==> src/rtl/uart_rx_fifo.sv <==
// uart_rx_fifo: 8N1 UART receiver oversampled on a 16x baud tick, feeding a
// first-word-fall-through byte FIFO with sticky overrun and framing-error flags.
module uart_rx_fifo #(
    parameter int ADDR_W = 4
) (
    input  logic              clk,
    input  logic              reset,
    input  logic              baudclk16,
    input  logic              rxd,
    input  logic              rd_strobe,
    input  logic              clear_err,
    output logic [7:0]        rx_data,
    output logic              rx_ready,
    output logic [ADDR_W:0]   rx_count,
    output logic              overrun,
    output logic              frame_err
);
    localparam int DEPTH = 2**ADDR_W;
    typedef enum logic [1:0] {IDLE, START, DATA, STOP} state_t;
    state_t            state, state_n;
    logic              rxd_m, rxd_s, rd_q;
    logic [3:0]        cnt, cnt_n;
    logic [2:0]        bit_cnt, bit_cnt_n;
    logic [7:0]        shreg, shreg_n;
    logic              byte_done, bad_stop, pop, push, full;
    logic [7:0]        mem [DEPTH];
    logic [ADDR_W-1:0] wr_ptr, rd_ptr;
    always_ff @(posedge clk or posedge reset) begin
        if (reset) begin
            rxd_m   <= 1'b1;
            rxd_s   <= 1'b1;
            state   <= IDLE;
            cnt     <= '0;
            bit_cnt <= '0;
            shreg   <= '0;
        end else begin
            rxd_m   <= rxd;
            rxd_s   <= rxd_m;
            state   <= state_n;
            cnt     <= cnt_n;
            bit_cnt <= bit_cnt_n;
            shreg   <= shreg_n;
        end
    end
    // The sample counter wraps 15->0 by itself, so DATA needs no explicit clear between bits.
    always_comb begin
        state_n   = state;
        cnt_n     = cnt;
        bit_cnt_n = bit_cnt;
        shreg_n   = shreg;
        byte_done = 1'b0;
        bad_stop  = 1'b0;
        if (baudclk16) begin
            cnt_n = cnt + 4'd1;
            case (state)
                IDLE: begin
                    cnt_n   = '0;
                    state_n = rxd_s ? IDLE : START;
                end
                START: if (cnt == 4'd7) begin
                    cnt_n     = '0;
                    bit_cnt_n = '0;
                    state_n   = rxd_s ? IDLE : DATA;
                end
                DATA: if (cnt == 4'd15) begin
                    shreg_n   = {rxd_s, shreg[7:1]};
                    bit_cnt_n = bit_cnt + 3'd1;
                    state_n   = (bit_cnt == 3'd7) ? STOP : DATA;
                end
                STOP: if (cnt == 4'd15) begin
                    byte_done = rxd_s;
                    bad_stop  = !rxd_s;
                    state_n   = IDLE;
                end
                default: state_n = IDLE;
            endcase
        end
    end
    assign full     = rx_count == (ADDR_W+1)'(DEPTH);
    assign rx_ready = rx_count != '0;
    assign pop      = rd_strobe && !rd_q && rx_ready;
    assign push     = byte_done && (!full || pop);
    assign rx_data  = rx_ready ? mem[rd_ptr] : 8'h00;
    always_ff @(posedge clk)
        if (push) mem[wr_ptr] <= shreg;
    always_ff @(posedge clk or posedge reset) begin
        if (reset) begin
            rd_q      <= 1'b0;
            wr_ptr    <= '0;
            rd_ptr    <= '0;
            rx_count  <= '0;
            overrun   <= 1'b0;
            frame_err <= 1'b0;
        end else begin
            rd_q      <= rd_strobe;
            wr_ptr    <= wr_ptr + ADDR_W'(push);
            rd_ptr    <= rd_ptr + ADDR_W'(pop);
            rx_count  <= rx_count + (ADDR_W+1)'(push) - (ADDR_W+1)'(pop);
            overrun   <= !clear_err && (overrun || (byte_done && full && !pop));
            frame_err <= !clear_err && (frame_err || bad_stop);
        end
    end
endmodule

==> config.mk <==
export PLATFORM = sky130hd
export DESIGN_NAME = uart_rx_fifo
export DESIGN_NICKNAME = d
export VERILOG_FILES = /design/src/rtl/uart_rx_fifo.sv
export SDC_FILE = /design/constraint.sdc
export NUM_CORES = 1
export LEC_CHECK = 0
export ABC_AREA = 1
export CORE_AREA = 2 2 144 146
export DETAILED_ROUTE_END_ITERATION = 8
export DIE_AREA = 0 0 146 148
export PLACE_DENSITY = 0.47
export RECOVER_POWER = 25
export SLEW_MARGIN = 5
export SYNTH_ARGS = -nofsm -noshare
export SYNTH_HDL_FRONTEND = slang
export SYNTH_SLANG_ARGS = --single-unit
==> constraint.sdc <==
create_clock -name clk -period 3.1 [get_ports clk]
set_clock_uncertainty 0.2 [all_clocks]
set_input_delay 0.465 -clock clk [delete_from_list [all_inputs] [get_ports clk]]
set_output_delay 0.465 -clock clk [all_outputs]
set_load 0.005 [all_outputs]
======== Yosys cells after proc, flatten, opt, wreduce, memory -nomap -nowiden ========
Memory sizes are Yosys's and may differ from the RTL's.
Index checks and enable logic that the tools add are counted.
word-level totals
  memories kept ........................... 1
  flip-flop bits (word level) ............. 35
  memory bits (writable) .................. 128
  word-level logic and storage cells ...... 71
  output and inout port bits .............. 16
memories
  name  depth  bits a word  rd ports  clocked after Yosys merged registers in  write ports  line  source
  mem   16     8            1         0                                        1            26    logic [7:0] mem [DEPTH];
cells by class
  muxes and demuxes ....................... 21
  reduce and logical (&&, ||, !) cells .... 21
  equal/unequal tests ..................... 10
  add/sub/neg operators ................... 6
operators by type and width
  kind                 count
  $mux 1               10
  $add 4x1->4          2
  $mux 2               4
  $mux 8               1
  $pmux 2 s4           1
  $pmux 4 s2           1
  $reduce_and 4->1     2
  $logic_and 1x1->1    7
  $mux 3               2
  $ne 2x2->1 const B   3
  $pmux 3 s2           1
  $add 5x1->5          1
  $eq 5x5->1 const B   1
  $logic_not 1->1      5
  $reduce_bool 5->1    1
  $sub 5x1->5          1
  $add 4x1->4 const B  1
  $eq 2x2->1 const B   2
  $eq 4x3->1 const B   1
  $eq 4x4->1 const B   1
  $mux 4               1
  $add 3x1->3 const B  1
  $eq 3x3->1 const B   1
  $logic_or 1x1->1     3
  other kinds (4)      4

======== Logic depth before layout (Yosys ltp) ========
Gate-level depths: netlist of run 1.
  word-level depth ........................ 8
  mapped depth ............................ 15
  mapped depth without buffers ............ 15

======== Worst setup path before layout of run 1 ========
Ideal clock, no wire load.
  path type ............................... flip-flop to flip-flop
  start point ............................. reg rx_count[3]
  end point ............................... reg rx_count[4]
  stages on the path, launching flop included .. 16
  data required time ...................... 2.821 ns
  data arrival time ....................... 2.477 ns
  library setup time ...................... 0.079 ns
  setup slack ............................. 0.344 ns
  period minus slack after synthesis ...... 2.756 ns
  buffers on the path ..................... 0
  path through ............................ dfrtp_1 > inv_1 > ha_1 > nand2_1 > nor2_1 > inv_1 > nand2_1 > inv_1 > ha_1 > inv_1 > ha_1 > fa_1 > a21oi_1 > nor2_1 > nor2_1 > xor2_1
on the way
  cells in the longest elaborated chain, start to end .. 6
  elaborated cells on any way between the ends .. 8
  classes of those cells .................. 2 x add/sub; 1 x eq/ne; 5 x reduce/logical
ends and longest elaborated chain
  item                      line  source
  start: declaration        14    output logic [ADDR_W:0] rx_count,
  start signal: assignment  98    rx_count <= rx_count + (ADDR_W+1)'(push) - (ADDR_W+1)'(pop);
  $reduce_bool 5->1 (*)     80    assign rx_ready = rx_count != '0;
  via rx_ready              13    output logic rx_ready,
  $logic_and 1x1->1 (*)     81    assign pop = rd_strobe && !rd_q && rx_ready;
  $logic_or 1x1->1          82    assign push = byte_done && (!full || pop);
  $logic_and 1x1->1         82
  $add 5x1->5               98
  $sub 5x1->5 (*)           98
Mark *: on every way through the listed nets, which the timed path passes. The rest lies on a longest branch.
A chain may end at the register's enable or synchronous reset.

======== Worst setup path in the final report of run 1 ========
  start point ............................. reg rd_ptr[0]
  end point ............................... out rx_data[5]
on the way
  cells in the longest elaborated chain, start to end .. 2
ends and longest elaborated chain
  item                      line  source
  start: declaration        27    logic [ADDR_W-1:0] wr_ptr, rd_ptr;
  start signal: assignment  97    rd_ptr <= rd_ptr + ADDR_W'(pop);
  $mem_v2 16x8              -
  $mux 8                    83    assign rx_data = rx_ready ? mem[rd_ptr] : 8'h00;
  end: declaration          12    output logic [7:0] rx_data,
No other way between the ends.

==> results.md, run 1 <==
- Simple-gate area share of the yosys netlist: 21.66%
- Die X: 146 um
- Max Buffers Root-to-Sink: 2
- Synth top area share: 55.77%
- Root buf cell: clkbuf_16
- Commonest non-fill, non-tap cells in the layout: 207 x nand2_1, 128 x edfxtp_1, 97 x nand3_1
- RSZ-0062 raised after global routing: yes
- Inserted Clock Buffers: 17
- Rel. slew slack: -35.59%
- Critical Path End Type: output pin
- Dpl cell area: 7512 sq um
- Req. time, crit path: 2.43 ns
- Pwr per Cell Area: 861.8 nW/um^2
- Global-route wire length before repair: 25,360 um
- Initial antenna violation count: 0
- FF-to-FF End: rx_count[4]
- GRT Resource Usage Total: 15.53%
- Cell count after synthesis: 615
- Detailed Routing Iterations Pass 1: 4
- Post-synthesis adder-cell area fraction: 2.651%
- # rows: 52
- Vias in the first global route: 4,491
- Final Setup Violations: 0
- Worst Path Max Fanout: 24
- Post-DRT Antenna Nets: 0
- Syn Nets: 635
- Initial Util: 34.39%
- Die height: 148 um
- EDFF count, synth: 128
- Worst R2R Start: rx_count[3]
- Critical Path Source: rd_ptr[0]
- Hold depth: 0
- Tightest Pin Transition: 2.034 ns
- Reg2reg path depth: 14
- Setup slack after layout: 0.07407 ns
- Synth area leaders: edfxtp_1 56%, dfrtp_1 12%, nand2_1 11%
- Antenna diodes: 0
- Pleak: 3.281 nW
- Final nets: 680
- Setup Crit Path Kind: reg -> out
- Synth unique cells: 29
- Post-synth top area cell: edfxtp_1
- Gpl congestion: 0.8071
- Final HPWL DP: 10,290 um
- Util after Layout: 40.95%
- Register-to-register path setup slack: 0.37 ns
- IO Port Bufs: 21
- Largest net degree at the start of global routing: 41
- Multiplexer share of the synthesized area: 0%
- Share of layout cells above drive strength 1: 12.63%
- Slew Viols, Final: 36
- Clock sinks: 163
- Critical path arrival: 2.36 ns
- Overflow after GRT: 0
- Worst skew pair latency: 0.42 ns
- Main flop type after synthesis: edfxtp_1
- Max Cap Viol: 1
- Fmax: 330.5 MHz
- Final WL: 16,310 um
- XOR/XNOR Fraction of Synth Area: 1.144%
- YS warnings: 0
- Fin area: 8205 sq um
- Hold Crit Class: reg -> reg
- Largest family of logic cells by synthesized area: simple AND/OR/NAND/NOR gates
- Sequential-to-total area share from yosys stat: 68.52%
- Io pins: 22
- H-tree Lvls: 4
- Post-synthesis compound-gate area fraction: 1.906%
- Die area: 21,610 sq um
- Clock transition at path regs: 0.07 ns
- Core area: 20,040 sq um
- CTS tree: yes
- Failing checks: max-capacitance violations, max-slew violations
- Layout area overhead: 19.06%
- Vias: 4,430
- DRC: 0
- Status: finished, violations left
- CP Capture Point: rx_data[5]
- Commonest non-fill, non-tap cell in the layout: nand2_1
- Final Hold Viols: 0
- Post-place setup slack: 0.05188 ns
- Fin crit period: 3.026 ns
- Mapped cell area: 6892 sq um
- Worst Hold Margin: 0.1570 ns
- Fin crit share: 97.61%
- Total power: 0.007071 W
- DR WL/cell: 17.30 um
- Vias per cell: 4.698
- Avg Inst Size Synth: 11.21 sq um
- Number of synthesized register bits: 163
- CP Launch Type: register
- Peak VDD IR: 0.3582 mV
- DRT iter0 DRCs: 280
- Async set-reset flop share out of synthesis: 21.47%
## Yosys cell counts, types with 5 or more instances
| cell | number |
|---|---|
| nor2_1 | 29 |
| nand2_1 | 207 |
| buf_4 | 6 |
| a21oi_1 | 17 |
| edfxtp_1 | 128 |
| inv_1 | 25 |
| xor2_1 | 9 |
| ha_1 | 13 |
| o21ai_0 | 5 |
| buf_2 | 13 |
| dfrtp_1 | 33 |
| nand3_1 | 97 |
## worst min-delay path by stage
stage | from | endpoint
finish | rxd_m | rxd_s
CTS | rxd_m | rxd_s
floorplan | rxd_m | rxd_s
global route | rxd_m | rxd_s
global placement | rxd_m | rxd_s
detailed placement | rxd_m | rxd_s
## power by group
part / internal [W] / switching [W]
sequential: 0.00244 / 0.000119
combinational: 0.000926 / 0.00143
clock: 0.00131 / 0.000847
## worst max-delay path: stages, from the launching register on
cell and delay, ns:
dfrtp_2 0.45, inv_4 0.13, buf_12 0.18, nand2_1 0.06, nand3_1 0.06, nand3_1 0.12
nand2_1 0.15, nand2_1 0.09, a21oi_2 0.18, clkdlybuf4s50_1 0.53
## kinds of logic after synthesis
family,Yosys count
and+or+nand+nor,346
DFF,163
buffers and inverters,57
xor gates and xnor gates,9
adders and majority gates,14
AOI/OAI and AO/OA,26
## metal layers
metal | global-route usage [%] | part of all wire, %
met5 | 0 | 0
met4 | 5.583 | 1.6
met3 | 2.994 | 4.1
met2 | 25.24 | 48
met1 | 20.92 | 47
## final cells by class
type                       instances  area, sq um
clock buffer                      23        535.5
clock inverter                     9        87.58
fill                            1965        11830
inverter                          31        121.4
multi-input combinational        395         1907
sequential                       163         4723
tap                              270        337.8
timing repair buffer              52        493.0
## metrics by stage
step / instances / TNS [ns]
floorplan: 615 / 0
global placement: 910 / 0
detailed placement: 910 / 0
CTS: 942 / -0.007536
global route: 943 / -0.02184
finish: 943 / 0
## registers in the layout, indices dropped and copies added (netlist names), named ones only
signal and count:
state 1, rd_ptr 4, cnt 4, rxd_m 1
shreg 8, bit_cnt 3, rxd_s 1, rd_q 1
rx_count 5, wr_ptr 4, mem 128, frame_err 1
overrun 1
## what timing repair did
item / 4_1_cts / 5_1_grt
pin swaps: 0 / 1
buffers inserted: 0 / 0
endpoints found under the setup margin: 5 / 8
hold buffers: 0 / 0
gates cloned: 0 / 1
resized for setup: 4 / 10
(Power assumes the default switching activity.)
==> run 2, diff against run 1 <==
--- a/config.mk
+++ b/config.mk
@@ -6,10 +6,10 @@
 export NUM_CORES = 1
 export LEC_CHECK = 0
 export ABC_AREA = 1
-export CORE_AREA = 2 2 144 146
+export CORE_AREA = 2 2 121 123
 export DETAILED_ROUTE_END_ITERATION = 8
-export DIE_AREA = 0 0 146 148
-export PLACE_DENSITY = 0.47
+export DIE_AREA = 0 0 123 125
+export PLACE_DENSITY = 0.63
 export RECOVER_POWER = 25
 export SLEW_MARGIN = 5
 export SYNTH_ARGS = -nofsm -noshare
==> run 2 against run 1 <==
Net effect: the flow still finishes with violations (max-capacitance violations, max-slew violations); cell count decreased by 9.2%; sequential share of layout area increased by 1.2 points; clock-buffer cell count decreased by 4; via count increased by 0.74%; global-route usage increased by 5.1 points.
==> results.md, run 2 (synthesized netlist as in run 1, its figures left out) <==
- Tightest Pin Transition: 1.923 ns (was 2.034 ns)
- Core area: 14,200 sq um (was 20,040 sq um)
- CP cell instances: clkinv_4 > buf_12 > nand2_1 > nand3_1 > nand3_1 > nand2_1 > nand2_1 > a21oi_1 > clkdlybuf4s50_1 (was inv_4 > buf_12 > nand2_1 > nand3_1 > nand3_1 > nand2_1 > nand2_1 > a21oi_2 > clkdlybuf4s50_1)
- Root buf cell: clkbuf_16 (unchanged)
- Final HPWL DP: 9519 um (was 10,290 um)
- Global-route wire length before repair: 23,560 um (was 25,360 um)
- Post-DRT Antenna Nets: 0 (unchanged)
- Clock transition at path regs: 0.06 ns (was 0.07 ns)
- H-tree Lvls: 4 (unchanged)
- Reg2reg path depth: 14 (unchanged)
- Max reg flops: 128 (unchanged)
- Hold_sp: rxd_m (unchanged)
- Fin crit period: 3.025 ns (was 3.026 ns)
- CTS tree: yes (unchanged)
- Crit path buf inv count: 3 (unchanged)
- # rows: 44 (was 52)
- Most flop-heavy register: mem (unchanged)
- Max Buffers Root-to-Sink: 2 (unchanged)
- Die height: 125 um (was 148 um)
- Commonest non-fill, non-tap cells in the layout: 207 x nand2_1, 128 x edfxtp_1, 96 x nand3_1 (was 207 x nand2_1, 128 x edfxtp_1, 97 x nand3_1)
- Critical Path Source: rd_ptr[0] (unchanged)
- Slew Viols, Final: 36 (unchanged)
- Io pins: 22 (unchanged)
- CP Launch Type: register (unchanged)
- Critical Path End Type: output pin (unchanged)
- DRT iter0 DRCs: 294 (was 280)
- Cell Int Power: 0.004555 W (was 0.004672 W)
- Register-to-register path setup slack: 0.31 ns (was 0.37 ns)
- Clock share of power: 28.1% (was 30.4%)
- DR WL/cell: 17.52 um (was 17.30 um)
- Status: finished, violations left (unchanged)
- Fin area: 8034 sq um (was 8205 sq um)
- Commonest non-fill, non-tap cell in the layout: nand2_1 (unchanged)
- GRT Resource Usage Total: 20.63% (was 15.53%)
- Pleak: 3.244 nW (was 3.281 nW)
- Non-Filler Instances: 856 (was 943)
- Failing checks: max-capacitance violations, max-slew violations (unchanged)
- Critical path arrival: 2.36 ns (about the same)
- Share of layout cells above drive strength 1: 11.46% (was 12.63%)
- Largest regs: mem x128, shreg x8, rx_count x5 (unchanged)
- Fmax: 330.6 MHz (was 330.5 MHz)
- Largest net degree at the start of global routing: 39 (was 41)
- Layout area overhead: 16.58% (was 19.06%)
- Clock sinks: 163 (unchanged)
- DRC: 0 (unchanged)
- Final Setup Violations: 0 (unchanged)
- Initial antenna violation count: 0 (unchanged)
- CP peak stage delay: 0.55 ns (was 0.53 ns)
- Seq pwr share: 37.7% (was 36.2%)
- Pwr per Cell Area: 851.0 nW/um^2 (was 861.8 nW/um^2)
- Rel. slew slack: -28.22% (was -35.59%)
- Max Cap Viol: 1 (unchanged)
- Setup Crit Path Kind: reg -> out (unchanged)
- Detailed Routing Iterations Pass 1: 5 (was 4)
- Sw frac: 33.37% (was 33.93%)
- Placed Instances: 822 (was 910)
- Fin crit share: 97.57% (was 97.61%)
- Req. time, crit path: 2.43 ns (about the same)
- Worst skew pair latency: 0.42 ns (about the same)
- Fill cell count: 1,192 (was 1,965)
- Psw: 0.002282 W (was 0.002399 W)
- Hold Crit Class: reg -> reg (unchanged)
- Hold depth: 0 (unchanged)
- Die X: 123 um (was 146 um)
- Dpl cell area: 7390 sq um (was 7512 sq um)
- Inserted Clock Buffers: 17 (unchanged)
- Final nets: 682 (was 680)
- Worst R2R Start: cnt[0] (was rx_count[3])
- Worst path slowest cell: clkdlybuf4s50_1 (unchanged)
- Worst Path Max Fanout: 19 (was 24)
- Overflow after GRT: 0 (unchanged)
- Final WL: 14,990 um (was 16,310 um)
- FF-to-FF End: rx_count[4] (unchanged)
- Die area: 15,380 sq um (was 21,610 sq um)
- Gpl congestion: 0.8424 (was 0.8071)
- Peak VDD IR: 0.3891 mV (was 0.3582 mV)
- Vias in the first global route: 4,463 (was 4,491)
- Combinational fraction of design power: 34.2% (was 33.4%)
- IO Port Bufs: 21 (unchanged)
- Vias: 4,463 (was 4,430)
- Initial Util: 48.52% (was 34.39%)
- Final Hold Viols: 0 (unchanged)
- Total power: 0.006837 W (was 0.007071 W)
- Delay-heaviest family, CP: buffers and inverters (unchanged)
- Most common cell on crit path: nand2_1 (unchanged)
- Antenna diodes: 0 (unchanged)
- Vias per cell: 5.214 (was 4.698)
- Worst Hold End: rxd_s (unchanged)
==> run 2: layer usage <==
metal  global-route usage, %  share of wire [%]  vias up
met5                       0                  0        -
met4                   8.155                1.9        0
met3                   4.151                3.5       21
met2                   32.47                 50       90
met1                   28.27                 45     2175
li1                        -                  -     2177
==> run 2: timing repair <==
item	4_1_cts	5_1_grt
cloned	0	2
hold buffers	0	0
setup buffers	0	3
setup endpoints to repair	8	8
resized for setup	5	10
==> run 2: worst max-delay path by stage <==
| stage | endpoint | slack, ns | depth (start not counted) |
|---|---|---|---|
| after floorplan | rx_count[4] | 0.34 | 15 |
| after global placement | rx_count[4] | 0.11 | 14 |
| after detailed placement | rx_count[4] | -0.06 | 14 |
| after CTS | rx_data[6] | 0.002 | 9 |
| after global routing | rd_ptr[1] | -0.002 | 3 |
| final | rx_data[3] | 0.08 | 9 |
==> run 2: worst register-to-register path: stages, from the launching register on <==
cell and delay, ns:
dfrtp_1 0.39, ha_1 0.18, nand2_1 0.12, nor2_4 0.13, nand4_4 0.10, nor2_4 0.13, inv_1 0.05, ha_1 0.27
inv_1 0.04, ha_1 0.19, fa_1 0.41, a21oi_1 0.15, nor2_1 0.06, nor2_1 0.12, xor2_1 0.17
==> run 2: layout make-up <==
| type | instances | area [sq um] | share of cell area, % |
|---|---|---|---|
| tap | 184 | 230.2 | 2.866 |
| timing repair buffer | 54 | 521.8 | 6.494 |
| clock inverter | 10 | 93.84 | 1.168 |
| clock buffer | 19 | 432.9 | 5.389 |
| inverter | 31 | 123.9 | 1.542 |
| sequential | 163 | 4725 | 58.81 |
| multi-input combinational | 395 | 1907 | 23.73 |
==> run 2: power by group through the flow <==
stage               combinational [W]  clock [W]  sequential [W]
finish                        0.00234    0.00192         0.00258
detailed placement            0.00216          0         0.00262
global route                  0.00257    0.00204         0.00260
global placement              0.00211          0         0.00261
CTS                           0.00219    0.00194         0.00258
floorplan                     0.00147          0         0.00256
==> run 2: through the flow <==
step                      hold slack (ns)  setup TNS [ns]  util, %  setup WS (ns)
after floorplan                    0.1452               0        -         0.3435
after global placement             0.1476               0    52.03         0.1080
after detailed placement           0.1537        -0.05947    52.03       -0.05947
after CTS                          0.1620               0    55.83       0.002255
after global routing               0.1655       -0.002275    56.56      -0.002196
final                              0.1594               0    56.56        0.07526
